$ cat src/rtl/msrv32_trap_csr_unit.sv
// Machine-mode CSR file and trap support for the msrv32 core: CSR read/modify/write,
// trap entry/return bookkeeping, interrupt pending capture and 64-bit cycle/instret counters.
module msrv32_trap_csr_unit (
  input  logic        ms_riscv32_mp_clk_in,
  input  logic        ms_riscv32_mp_rst_in,
  input  logic        ms_riscv32_mp_eirq_in,
  input  logic        ms_riscv32_mp_tirq_in,
  input  logic        ms_riscv32_mp_sirq_in,
  input  logic [11:0] csr_addr_in,
  input  logic [2:0]  csr_op_in,
  input  logic        csr_wr_en_in,
  input  logic [31:0] csr_wdata_in,
  output logic [31:0] csr_rdata_out,
  output logic        illegal_csr_out,
  input  logic        set_epc_in,
  input  logic        set_cause_in,
  input  logic        mie_clear_in,
  input  logic        mie_set_in,
  input  logic        instret_inc_in,
  input  logic        misaligned_exception_in,
  input  logic        i_or_e_in,
  input  logic [3:0]  cause_in,
  input  logic [31:0] pc_in,
  input  logic [31:0] trap_addr_in,
  output logic        mie_out,
  output logic        meie_out,
  output logic        mtie_out,
  output logic        msie_out,
  output logic        meip_out,
  output logic        mtip_out,
  output logic        msip_out,
  output logic [31:0] trap_address_out,
  output logic [31:0] epc_out
);

  localparam logic [11:0] A_MSTATUS   = 12'h300;
  localparam logic [11:0] A_MISA      = 12'h301;
  localparam logic [11:0] A_MIE       = 12'h304;
  localparam logic [11:0] A_MTVEC     = 12'h305;
  localparam logic [11:0] A_MSCRATCH  = 12'h340;
  localparam logic [11:0] A_MEPC      = 12'h341;
  localparam logic [11:0] A_MCAUSE    = 12'h342;
  localparam logic [11:0] A_MTVAL     = 12'h343;
  localparam logic [11:0] A_MIP       = 12'h344;
  localparam logic [11:0] A_MCYCLE    = 12'hB00;
  localparam logic [11:0] A_MCYCLEH   = 12'hB80;
  localparam logic [11:0] A_MINSTRET  = 12'hB02;
  localparam logic [11:0] A_MINSTRETH = 12'hB82;

  // RS/RC with a zero operand are pure reads; op[1:0]=00 never writes.
  function automatic logic csr_has_effect(input logic [2:0] op, input logic [31:0] wd);
    csr_has_effect = (op[1:0] == 2'b01) || ((op[1:0] != 2'b00) && (wd != 32'd0));
  endfunction

  function automatic logic [31:0] csr_apply(input logic [2:0] op, input logic [31:0] old,
                                            input logic [31:0] wd);
    case (op[1:0])
      2'b01:   csr_apply = wd;
      2'b10:   csr_apply = old | wd;
      2'b11:   csr_apply = old & ~wd;
      default: csr_apply = old;
    endcase
  endfunction

  logic        mstatus_mie_q, mstatus_mie_d, mpie_q, mpie_d;
  logic        meie_q, meie_d, mtie_q, mtie_d, msie_q, msie_d;
  logic        meip_q, mtip_q, msip_q;
  logic [31:0] mtvec_q, mtvec_d, mscratch_q, mscratch_d, mepc_q, mepc_d;
  logic [31:0] mcause_q, mcause_d, mtval_q, mtval_d;
  logic [63:0] mcycle_q, mcycle_d, minstret_q, minstret_d;

  logic        impl, has_eff, wr_ok;
  logic [31:0] rdata, wval;

  // Read mux: old value of the addressed CSR and whether the address exists.
  always_comb begin
    rdata = 32'd0;
    impl  = 1'b1;
    case (csr_addr_in)
      A_MSTATUS:   rdata = {19'd0, 2'b11, 3'd0, mpie_q, 3'd0, mstatus_mie_q, 3'd0};
      A_MISA:      rdata = 32'h4000_0100;
      A_MIE:       rdata = {20'd0, meie_q, 3'd0, mtie_q, 3'd0, msie_q, 3'd0};
      A_MTVEC:     rdata = mtvec_q;
      A_MSCRATCH:  rdata = mscratch_q;
      A_MEPC:      rdata = mepc_q;
      A_MCAUSE:    rdata = mcause_q;
      A_MTVAL:     rdata = mtval_q;
      A_MIP:       rdata = {20'd0, meip_q, 3'd0, mtip_q, 3'd0, msip_q, 3'd0};
      A_MCYCLE:    rdata = mcycle_q[31:0];
      A_MCYCLEH:   rdata = mcycle_q[63:32];
      A_MINSTRET:  rdata = minstret_q[31:0];
      A_MINSTRETH: rdata = minstret_q[63:32];
      default:     impl  = 1'b0;
    endcase
  end

  assign has_eff         = csr_has_effect(csr_op_in, csr_wdata_in);
  assign illegal_csr_out = csr_wr_en_in &&
                           (!impl || ((csr_addr_in[11:10] == 2'b11) && has_eff));
  assign wr_ok           = csr_wr_en_in && !illegal_csr_out && has_eff;
  assign wval            = csr_apply(csr_op_in, rdata, csr_wdata_in);
  assign csr_rdata_out   = rdata;

  // Next-state: trap controls override a same-cycle software write to the same CSR.
  always_comb begin
    mstatus_mie_d = mstatus_mie_q;
    mpie_d        = mpie_q;
    meie_d        = meie_q;
    mtie_d        = mtie_q;
    msie_d        = msie_q;
    mtvec_d       = mtvec_q;
    mscratch_d    = mscratch_q;
    mepc_d        = mepc_q;
    mcause_d      = mcause_q;
    mtval_d       = mtval_q;
    mcycle_d      = mcycle_q + 64'd1;
    minstret_d    = minstret_q + {63'd0, instret_inc_in};

    if (mie_clear_in) begin
      mpie_d        = mstatus_mie_q;
      mstatus_mie_d = 1'b0;
    end else if (mie_set_in) begin
      mstatus_mie_d = mpie_q;
      mpie_d        = 1'b1;
    end else if (wr_ok && csr_addr_in == A_MSTATUS) begin
      mstatus_mie_d = wval[3];
      mpie_d        = wval[7];
    end

    if (wr_ok) begin
      case (csr_addr_in)
        A_MIE:       {meie_d, mtie_d, msie_d} = {wval[11], wval[7], wval[3]};
        A_MTVEC:     mtvec_d = {wval[31:2], 1'b0, wval[0]};
        A_MSCRATCH:  mscratch_d = wval;
        A_MEPC:      mepc_d = {wval[31:2], 2'b00};
        A_MCAUSE:    mcause_d = wval;
        A_MTVAL:     mtval_d = wval;
        A_MCYCLE:    mcycle_d[31:0] = wval;
        A_MCYCLEH:   mcycle_d[63:32] = wval;
        A_MINSTRET:  minstret_d[31:0] = wval;
        A_MINSTRETH: minstret_d[63:32] = wval;
        default:     ;
      endcase
    end

    if (set_epc_in) mepc_d = {pc_in[31:2], 2'b00};
    if (set_cause_in) begin
      mcause_d = {i_or_e_in, 27'd0, cause_in};
      mtval_d  = misaligned_exception_in ? trap_addr_in : 32'd0;
    end
  end

  // State register; reset aborts any update pending in the current cycle.
  always_ff @(posedge ms_riscv32_mp_clk_in or negedge ms_riscv32_mp_rst_in) begin
    if (!ms_riscv32_mp_rst_in) begin
      mstatus_mie_q <= 1'b0;
      mpie_q        <= 1'b0;
      meie_q        <= 1'b0;
      mtie_q        <= 1'b0;
      msie_q        <= 1'b0;
      meip_q        <= 1'b0;
      mtip_q        <= 1'b0;
      msip_q        <= 1'b0;
      mtvec_q       <= 32'd0;
      mscratch_q    <= 32'd0;
      mepc_q        <= 32'd0;
      mcause_q      <= 32'd0;
      mtval_q       <= 32'd0;
      mcycle_q      <= 64'd0;
      minstret_q    <= 64'd0;
    end else begin
      mstatus_mie_q <= mstatus_mie_d;
      mpie_q        <= mpie_d;
      meie_q        <= meie_d;
      mtie_q        <= mtie_d;
      msie_q        <= msie_d;
      meip_q        <= ms_riscv32_mp_eirq_in;
      mtip_q        <= ms_riscv32_mp_tirq_in;
      msip_q        <= ms_riscv32_mp_sirq_in;
      mtvec_q       <= mtvec_d;
      mscratch_q    <= mscratch_d;
      mepc_q        <= mepc_d;
      mcause_q      <= mcause_d;
      mtval_q       <= mtval_d;
      mcycle_q      <= mcycle_d;
      minstret_q    <= minstret_d;
    end
  end

  // Vectored mode only applies to interrupts: base + 4*cause.
  assign trap_address_out = (mtvec_q[0] && mcause_q[31]) ?
                            ({mtvec_q[31:2], 2'b00} + {26'd0, mcause_q[3:0], 2'b00}) :
                            {mtvec_q[31:2], 2'b00};

  assign mie_out  = mstatus_mie_q;
  assign meie_out = meie_q;
  assign mtie_out = mtie_q;
  assign msie_out = msie_q;
  assign meip_out = meip_q;
  assign mtip_out = mtip_q;
  assign msip_out = msip_q;
  assign epc_out  = mepc_q;

endmodule

$ cat config.mk
export PLATFORM = sky130hd
export DESIGN_NAME = msrv32_trap_csr_unit
export DESIGN_NICKNAME = d
export VERILOG_FILES = /design/src/rtl/msrv32_trap_csr_unit.sv
export SDC_FILE = /design/constraint.sdc
export NUM_CORES = 1
export LEC_CHECK = 0
export CAP_MARGIN = 20
export CORE_MARGIN = 3
export CORE_UTILIZATION = 41
export CTS_BUF_LIST = sky130_fd_sc_hd__clkbuf_8
export CTS_CLUSTER_SIZE = 24
export DETAILED_ROUTE_END_ITERATION = 16
export DONT_BUFFER_PORTS = 1
export GPL_TIMING_DRIVEN = 0
export HOLD_SLACK_MARGIN = 0.03
export PLACE_DENSITY = 0.64
export REMOVE_ABC_BUFFERS = 1
export SYNTH_ARGS = -nofsm -noshare
export SYNTH_HDL_FRONTEND = slang
export SYNTH_SLANG_ARGS = --single-unit
$ cat constraint.sdc
create_clock -name ms_riscv32_mp_clk_in -period 7.7 [get_ports ms_riscv32_mp_clk_in]
set_input_delay 1.925 -clock ms_riscv32_mp_clk_in [delete_from_list [all_inputs] [get_ports ms_riscv32_mp_clk_in]]
set_output_delay 1.925 -clock ms_riscv32_mp_clk_in [all_outputs]
set_load 0.02 [all_outputs]
==> flow_metrics.tcl, run 1 <==
set metrics [dict create \
    rsz0062_at_grt "no" \
    slew_viol_final 0 \
    grt_pass1_wl_um 113000 \
    irDropWorstVdd_mv 0.121 \
    yosysTopAreaCellShare 0.401 \
    critPathArrivalTime_ns 4.83 \
    pre_cts_slack_ns 1.20 \
    area_delta_synth_final_pct 10.7 \
    cts-root-buf "clkbuf_8" \
    status "finished clean" \
    async_flop_share 1.00 \
    placed_area_um2 19200 \
    cts_max_level 2 \
    pin_count 232 \
    cts_sinks 293 \
    clock_skew_ns 0.0268 \
    crit_path_cell_trace "nor4b_4, buf_6, nand3_1, o2bb2a_1, and2_1, nand3_1" \
    dr.pass1.iters 8 \
    power_leakage_nw 8.16 \
    max_stage_delay_ns 0.83 \
    grt_max_degree 294 \
    critPathMaxFanout 48 \
    hold_path_class "reg2reg" \
    cts_setup_buffers 0 \
    crit_buf_inv 1 \
    post_drt_via_cell_ratio 6.64 \
    antenna_found_initial 3 \
    synth_cells 2022 \
    synth_flop_cell "dfrtp_1" \
    cp_slowest_cell "nor4b_4" \
    setup_violations 0 \
    io_buffers 0 \
    fmax_mhz 148 \
    first_iter_violations 2461 \
    path_delay_family "simple AND/OR/NAND/NOR gates" \
    drv_cap 0 \
    vias 17300 \
    synth.distinct_cells 85 \
    setup_slack_ns 0.948 \
    clkLatencyLatePin_ns 0.62 \
    power_density_nw_per_um2 166 \
    die_w_um 217 \
    worstPathRequired_ns 5.78 \
    finalCritPeriodShare 0.877 \
    critPathCaptureType "primary output" \
    fin_nets 2122 \
    register_area_um2 7330 \
    yosys_warnings 0 \
    cts_hold_buf 0 \
    grt_overflow 0 \
    ant_nets 0 \
    critPathMostFrequentCell "nand3_1" \
    synth_edf_count 0 \
    clockBufferDepth 3 \
    drive_gt1_frac 0.0893 \
    multi_input_area_um2 10200 \
    start_kind "primary input" \
    wl_per_cell_um 29.5 \
    numCtsBuffers 52 \
    netlist_area_um2 18300 \
    yosys-top-cells-area "dfrtp_1 40%, mux2i_1 4.7%, nand2_1 4.4%, xnor2_1 4.4%, xor2_1 3.7%" \
    grt.total_usage 0.318 \
    seq_area_frac_synth 0.401 \
    grt_pass1_vias 16800 \
    worst_pin_slew_ns 1.35 \
    cts_resized 0 \
    die_area_um2 47100 \
    rows 76 \
    timing.final.crit_period_ns 6.75 \
    synth.avg_cell_area_um2 9.03 \
    core_um2 43600 \
    start_util 0.419 \
    route.detailed.drc 0 \
    final_hold_viol_count 0 \
    cts_tree "yes" \
    fin_area_um2 20200 \
    fillers 4230 \
    critical_path_class "in2out" \
    wl_um 76900 \
    whs_ns 0.481 \
    dieHeight_um 217 \
    yosys.area.top_type "dfrtp_1" \
    slew_headroom 0.103 \
    place.gp.congestion 0.983 \
    clk_pin_slew_ns 0.05 \
    dp_hpwl_um 54900 \
    num_antenna_cells 0 \
    synth-seq-cells 293 \
]
worst min-delay path, cell delays in order (launching register included):
cell and delay, ns:
dfrtp_1 0.34, nand2_1 0.05, o21ai_0 0.06
cells in the mapped netlist (all sizes together), types with 4 or more instances:
cell / number
a222oi: 15
or3: 14
o2111ai: 7
nand3: 67
o22ai: 8
buf: 81
inv: 55
nor3b: 10
o311a: 8
a41oi: 4
a221o: 9
nand2: 213
nor3: 46
nor2b: 4
dfrtp: 293
mux2: 20
a22o: 16
and2: 22
nand4: 64
and3: 27
nor2: 153
nor4b: 5
a32oi: 6
o221ai: 39
nand2b: 40
nand4b: 5
xnor2: 91
clkbuf: 68
o21ai: 115
a22oi: 72
or4: 8
xor2: 77
a31oi: 4
a221oi: 8
o41ai: 7
ha: 7
mux2i: 86
a211oi: 4
o31ai: 5
or4b: 4
nor4: 62
o2bb2ai: 29
a21oi: 84
and4: 19
path summary, 6_finish.rpt:
kind	from	slack [ns]	end	cells after the start
max	csr_addr_in[0]	0.95	csr_rdata_out[1]	6
min	mscratch_q[18]$_DFFE_PN0P_	0.48	mscratch_q[18]$_DFFE_PN0P_	2
max reg2reg	mcycle_q[2]$_DFF_PN0_	4.37	mcycle_q[61]$_DFF_PN0_	6
min reg2reg	mscratch_q[18]$_DFFE_PN0P_	0.48	mscratch_q[18]$_DFFE_PN0P_	2
max in group asynchronous	ms_riscv32_mp_rst_in	6.05	mcycle_q[1]$_DFF_PN0_	0
min in group asynchronous	ms_riscv32_mp_rst_in	1.01	epc_out[25]$_DFFE_PN0P_	0
flip-flops by register name, summed over array words and instances, names as in the netlist, 30 cells and up:
signal	count
mtval_q	32
mcause_q	32
mcycle_q	64
mscratch_q	32
minstret_q	64
epc_out	30
mtvec_q	31
cells by family after synthesis:
family	synth area share
AND/OR/NAND/NOR	0.224
AO/OA/AOI/OAI	0.180
flip-flops	0.401
buffers and inverters	0.0486
XOR/XNOR	0.0806
multiplexers	0.0595
adder cells (fa/ha/maj)	0.00589
other	0.000205
cell usage in the layout, fill, tap and decap left out, drive strengths merged, types with 9 or more instances in the layout:
cell type,synthesis,routed
and4,19,19
a221o,9,9
or3,14,14
a22oi,72,72
clkbuf,68,66
xnor2,91,91
nor3,46,46
mux2,20,20
nor2,153,153
and2,22,22
mux2i,86,86
inv,55,73
nor3b,10,10
dfrtp,293,293
a222oi,15,15
nand4,64,64
nand2b,40,40
xor2,77,77
o2bb2ai,29,29
nor4,62,62
nand2,213,213
o221ai,39,39
o21ai,115,115
buf,81,53
and3,27,27
a22o,16,16
nand3,67,67
a21oi,84,84
area by class of cell:
type | instances | area share
multi-input combinational | 1526 | 0.503
clock inverter | 21 | 0.00532
sequential | 293 | 0.363
clock buffer | 63 | 0.0429
timing repair buffer | 56 | 0.0393
tap | 585 | 0.0362
inverter | 57 | 0.0106
metrics by stage:
stage / TNS (ns) / total power, mW / utilization / cells
6_report: 0 / 3.36 / 0.464 / 2601
5_1_grt: 0 / 3.47 / 0.464 / 2601
4_1_cts: 0 / 3.37 / 0.463 / 2595
3_5_place_dp: 0 / 1.95 / 0.441 / 2511
3_3_place_gp: -743.80 / 1.93 / 0.421 / 2461
2_1_floorplan: 0 / 1.85 / - / 1876
routing by layer:
layer  track usage  wire length, um  part of all wire  vias to the layer above
met1         0.427            30000              0.39                     8520
met2         0.486            33900              0.44                     1159
met4         0.133             3590             0.047                        4
met5             0               47           0.00061                        -
li1              -                -                 -                     7377
met3        0.0868             9380              0.12                      220
report_power, final:
group	leakage, nW	internal [mW]	switching [mW]
Combinational	3.77	0.108	0.159
Sequential	3.82	1.59	0.0724
Clock	0.571	0.759	0.673
Total	8.16	2.46	0.904
(Power assumes the default switching activity.)
==> run 2: changes to the inputs <==
Settings changed: CTS_CLUSTER_DIAMETER set to 60, PLACE_DENSITY 0.64 to 0.66.
Clock period 7.7 ns to 5.79 ns, I/O delays scaled along.
==> flow_metrics.tcl, run 2 (same netlist as run 1, synthesis figures left out) <==
set metrics [dict create \
    status "finished clean" \
    drive_gt1_frac 0.0837 \
    fin_util 0.458 \
    power_leakage_nw 7.91 \
    worst_pin_slew_ns 1.29 \
    core_um2 43600 \
    fin_nets 2096 \
    final_hold_viol_count 0 \
    critPathMaxFanout 34 \
    clkLatencyLatePin_ns 0.67 \
    irDropWorstVdd_mv 0.154 \
    grt_max_degree 294 \
    numCtsBuffers 29 \
    critical_path_class "in2out" \
    dp_hpwl_um 55700 \
    antenna_found_initial 0 \
    grtUsageMet1 0.418 \
    first_iter_violations 1997 \
    cts_setup_buffers 0 \
    io_buffers 0 \
    slew_headroom 0.138 \
    r2r_end "minstret_q[53]$_DFF_PN0_" \
    rsz0062_at_grt "no" \
    die_w_um 217 \
    grt_overflow 0 \
    grt-busiest-layer "met2" \
    clock_skew_ns 0.0314 \
    rows 76 \
    timing.final.crit_period_ns 5.74 \
    power_density_nw_per_um2 208 \
    place.gp.congestion 0.950 \
    reg2reg_from "minstret_q[29]$_DFF_PN0_" \
    start_util 0.419 \
    cts_hold_buf 0 \
    reg2regPathDepth 6 \
    grt_pass1_wl_um 112000 \
    grt_pass1_vias 16600 \
    placedCellCount 2511 \
    fillers 4206 \
    worstPathRequired_ns 4.34 \
    r2r_slack_ns 2.21 \
    cts_resized 0 \
    final_cell_mix "293 x dfrtp_1, 213 x nand2_1, 151 x nor2_1" \
    ant_nets 0 \
    grt.total_usage 0.317 \
    wl_per_cell_um 30.0 \
    clk_pin_slew_ns 0.12 \
    cp_slowest_cell "nor4b_4" \
    critPathArrivalTime_ns 4.29 \
    cts-root-buf "clkbuf_8" \
    clockBufferDepth 3 \
    finalCritPeriodShare 0.991 \
    area_delta_synth_final_pct 9.16 \
    fin_cells 2568 \
    setup_violations 0 \
    pin_count 232 \
    dieHeight_um 217 \
    final_common_cell "dfrtp_1" \
    critPathCaptureType "primary output" \
    fmax_mhz 174 \
    cts_max_level 1 \
    cts_sinks 293 \
    crit_path_cell_trace "nor4b_4, buf_6, nand2_1, o2bb2ai_1, nor3_1, inv_1" \
    dr.pass1.iters 8 \
    hold_path_class "in2async" \
    num_antenna_cells 0 \
    max_stage_delay_ns 0.89 \
    cts_tree "yes" \
    slew_viol_final 0 \
    post_drt_via_cell_ratio 6.68 \
    reg.largest.list "mcycle_q (64), minstret_q (64)" \
    route.detailed.drc 0 \
    start_kind "primary input" \
    drv_cap 0 \
    vias 17100 \
    wl_um 76900 \
    met3_usage 0.0867 \
    met2_usage 0.484 \
    die_area_um2 47100 \
]
-- run 2: cell types whose count changed in the layout (fill, tap and decap cells not counted), moves of 2 or more --
| cell | previous run | this run |
|---|---|---|
| clkbuf_8 | 63 | 29 |
| inv_1 | 73 | 55 |
| inv_6 | 0 | 7 |
| clkinvlp_4 | 0 | 6 |
| clkinv_8 | 0 | 4 |
| buf_8 | 19 | 16 |
| buf_2 | 2 | 4 |
| bufinv_16 | 1 | 3 |
| clkbuf_2 | 3 | 1 |
| clkinv_4 | 0 | 2 |
-- run 2: metrics by stage --
step           TNS (ns)  setup WS (ns)  area [um^2]  hold slack, ns  total power, mW
2_1_floorplan    -61.98          -1.12        17600           0.449             2.46
3_3_place_gp   -1231.52          -6.14        18300           0.462             2.56
3_5_place_dp          0          0.248        19200           0.470             2.59
4_1_cts               0          0.241        19900           0.449             4.16
5_1_grt               0         0.0885        19900           0.448             4.28
6_report              0         0.0528        19900           0.465             4.15
-- run 2: cell type report --
class / instances / area, um^2 / share of cell area
repair buffers: 53 / 769 / 0.0386
clock buffers: 29 / 399 / 0.0200
inverters: 57 / 214 / 0.0107
flip-flops and latches: 293 / 7330 / 0.368
multi-input cells: 1526 / 10200 / 0.511
clock inverters: 25 / 312 / 0.0156
well taps: 585 / 732 / 0.0367
-- run 2: routing by layer --
metal	vias to the layer above	routed length (um)
li1	7326	-
met1	8544	30500
met2	1032	33700
met3	241	8260
met4	0	4420
met5	-	0
-- run 2: worst max-delay path: cells and delay by family --
| kind | cells | cell delay (ns) |
|---|---|---|
| buffers and inverters | 2 | 0.49 |
| and+or+nand+nor | 3 | 1.78 |
| AOI/OAI and AO/OA | 1 | 0.52 |
-- run 2: power by group --
| group | leakage (nW) | switching, mW | total (mW) | internal [mW] |
|---|---|---|---|---|
| clock | 0.337 | 0.931 | 1.60 | 0.665 |
| sequential | 3.82 | 0.0948 | 2.20 | 2.11 |
| combinational | 3.75 | 0.212 | 0.352 | 0.140 |
-- run 2: worst max-delay path by stage --
stage | start | endpoint | slack [ns] | cells past startpoint
3_5_place_dp | csr_addr_in[7] | csr_rdata_out[8] | 0.25 | 6
5_1_grt | csr_addr_in[7] | csr_rdata_out[19] | 0.09 | 6
2_1_floorplan | csr_addr_in[10] | minstret_q[1]$_DFF_PN0_ | -1.12 | 4
3_3_place_gp | csr_addr_in[11] | epc_out[2]$_DFFE_PN0P_ | -6.14 | 5
6_report | csr_addr_in[7] | csr_rdata_out[8] | 0.05 | 6
4_1_cts | csr_addr_in[7] | csr_rdata_out[8] | 0.24 | 6
==> run 3: changes to the inputs <==
Settings changed: CELL_PAD_IN_SITES_DETAIL_PLACEMENT set to 1, CELL_PAD_IN_SITES_GLOBAL_PLACEMENT set to 1, MAX_ROUTING_LAYER set to met4, PLACE_DENSITY 0.66 to 0.81, SLEW_MARGIN set to 20.
==> flow_metrics.tcl, run 3 (same netlist as run 1, synthesis figures left out) <==
set metrics [dict create \
    final_common_cell "dfrtp_1" \
    wl_um 82200 \
    cts-root-buf "clkbuf_8" \
    io_buffers 0 \
    clkLatencyLatePin_ns 0.69 \
    core_um2 43600 \
    ant_nets 0 \
    cts_tree "yes" \
    placedCellCount 2525 \
    numCtsBuffers 31 \
    drive_gt1_frac 0.0945 \
    die_area_um2 47100 \
    dp_hpwl_um 59800 \
    power_leakage_nw 8.06 \
    first_iter_violations 1988 \
    cts_sinks 293 \
    whs_ns 0.471 \
    worst_pin_slew_ns 1.24 \
    slew_headroom 0.176 \
    register_area_um2 7330 \
    dr.pass1.iters 6 \
    start_kind "primary input" \
    grt_overflow 0 \
    critPathArrivalTime_ns 4.31 \
    critical_path_class "in2out" \
    slew_viol_final 0 \
    irDropWorstVdd_mv 0.180 \
    final_hold_viol_count 0 \
    grt.total_usage 0.350 \
    pin_count 232 \
    status "finished clean" \
    cts_hold_buf 0 \
    grt_pass1_wl_um 121000 \
    finalCritPeriodShare 0.995 \
    wl_per_cell_um 31.7 \
    fillers 5009 \
    rows 76 \
    cts_max_level 1 \
    fin_nets 2112 \
    cts_resized 0 \
    critPathCaptureType "primary output" \
    hold_path_class "in2async" \
    reg2regPathDepth 6 \
    area_delta_synth_final_pct 10.2 \
    clock_skew_ns 0.0390 \
    vias 17600 \
    critPathMaxFanout 17 \
    reg.largest.list "mcycle_q (64), minstret_q (64)" \
    place.gp.congestion 0.959 \
    final_cell_mix "293 x dfrtp_1, 212 x nand2_1, 151 x nor2_1" \
    fin_cells 2590 \
    cts_setup_buffers 0 \
    clk_pin_slew_ns 0.11 \
    fmax_mhz 174 \
    power_density_nw_per_um2 214 \
    die_w_um 217 \
    rsz0062_at_grt "no" \
    worstPathRequired_ns 4.34 \
    start_util 0.419 \
    clockBufferDepth 3 \
    timing.final.crit_period_ns 5.76 \
    route.detailed.drc 0 \
    setup_violations 0 \
    drv_cap 0 \
    grt_max_degree 294 \
    dieHeight_um 217 \
    multi_input_area_um2 10200 \
    antenna_found_initial 1 \
    grt_pass1_vias 18000 \
    post_drt_via_cell_ratio 6.81 \
]
run 3: layout make-up:
type                       instances  area share
multi-input combinational       1526       0.508
sequential                       293       0.364
timing repair buffer              67      0.0406
tap                              585      0.0364
clock buffer                      31      0.0212
clock inverter                    27      0.0180
inverter                          57      0.0106
antenna                            4    0.000497
run 3: path summary, 6_finish.rpt:
| path | startpoint | end | slack (ns) |
|---|---|---|---|
| hold reg to reg | mscratch_q[9]$_DFFE_PN0P_ | mscratch_q[9]$_DFFE_PN0P_ | 0.50 |
| setup / recovery | csr_addr_in[10] | csr_rdata_out[1] | 0.03 |
| max in group asynchronous | ms_riscv32_mp_rst_in | mcause_q[17]$_DFFE_PN0P_ | 4.80 |
| setup reg to reg | mcycle_q[3]$_DFF_PN0_ | mcycle_q[43]$_DFF_PN0_ | 2.38 |
| hold / removal | ms_riscv32_mp_rst_in | mcause_q[8]$_DFFE_PN0P_ | 0.47 |
| min in group ms_riscv32_mp_clk_in | mscratch_q[9]$_DFFE_PN0P_ | mscratch_q[9]$_DFFE_PN0P_ | 0.50 |
run 3: worst max-delay path, cell delays in order:
cell and delay (ns):
and4b_1 0.92, nand3_1 0.87, o2bb2a_1 0.63, and2_1 0.18, nand3_1 0.25
run 3: report_power, final:
part | internal [mW] | switching [mW] | leakage, nW
clock network | 0.751 | 0.979 | 0.382
registers | 2.11 | 0.0988 | 3.82
logic | 0.149 | 0.226 | 3.86
run 3: metrics by stage:
step	power [mW]	utilization	instance area [um^2]	setup WS, ns	TNS [ns]
2_1_floorplan	2.46	-	17600	-1.12	-61.98
3_3_place_gp	2.57	0.421	18300	-6.23	-1279.44
3_5_place_dp	2.61	0.442	19200	0.194	0
4_1_cts	4.32	0.460	20000	0.192	0
5_1_grt	4.45	0.462	20100	0.0745	0
6_report	4.31	0.462	20100	0.0294	0
run 3: metal layers:
| metal | routed length, um | up-vias | GRT usage | share of wire |
|---|---|---|---|---|
| met5 | 0 | - | - | 0 |
| met4 | 3760 | 0 | 0.139 | 0.046 |
| met3 | 8400 | 233 | 0.0767 | 0.10 |
| met2 | 37500 | 1049 | 0.543 | 0.46 |
| met1 | 32500 | 8977 | 0.447 | 0.40 |
| li1 | - | 7375 | - | - |
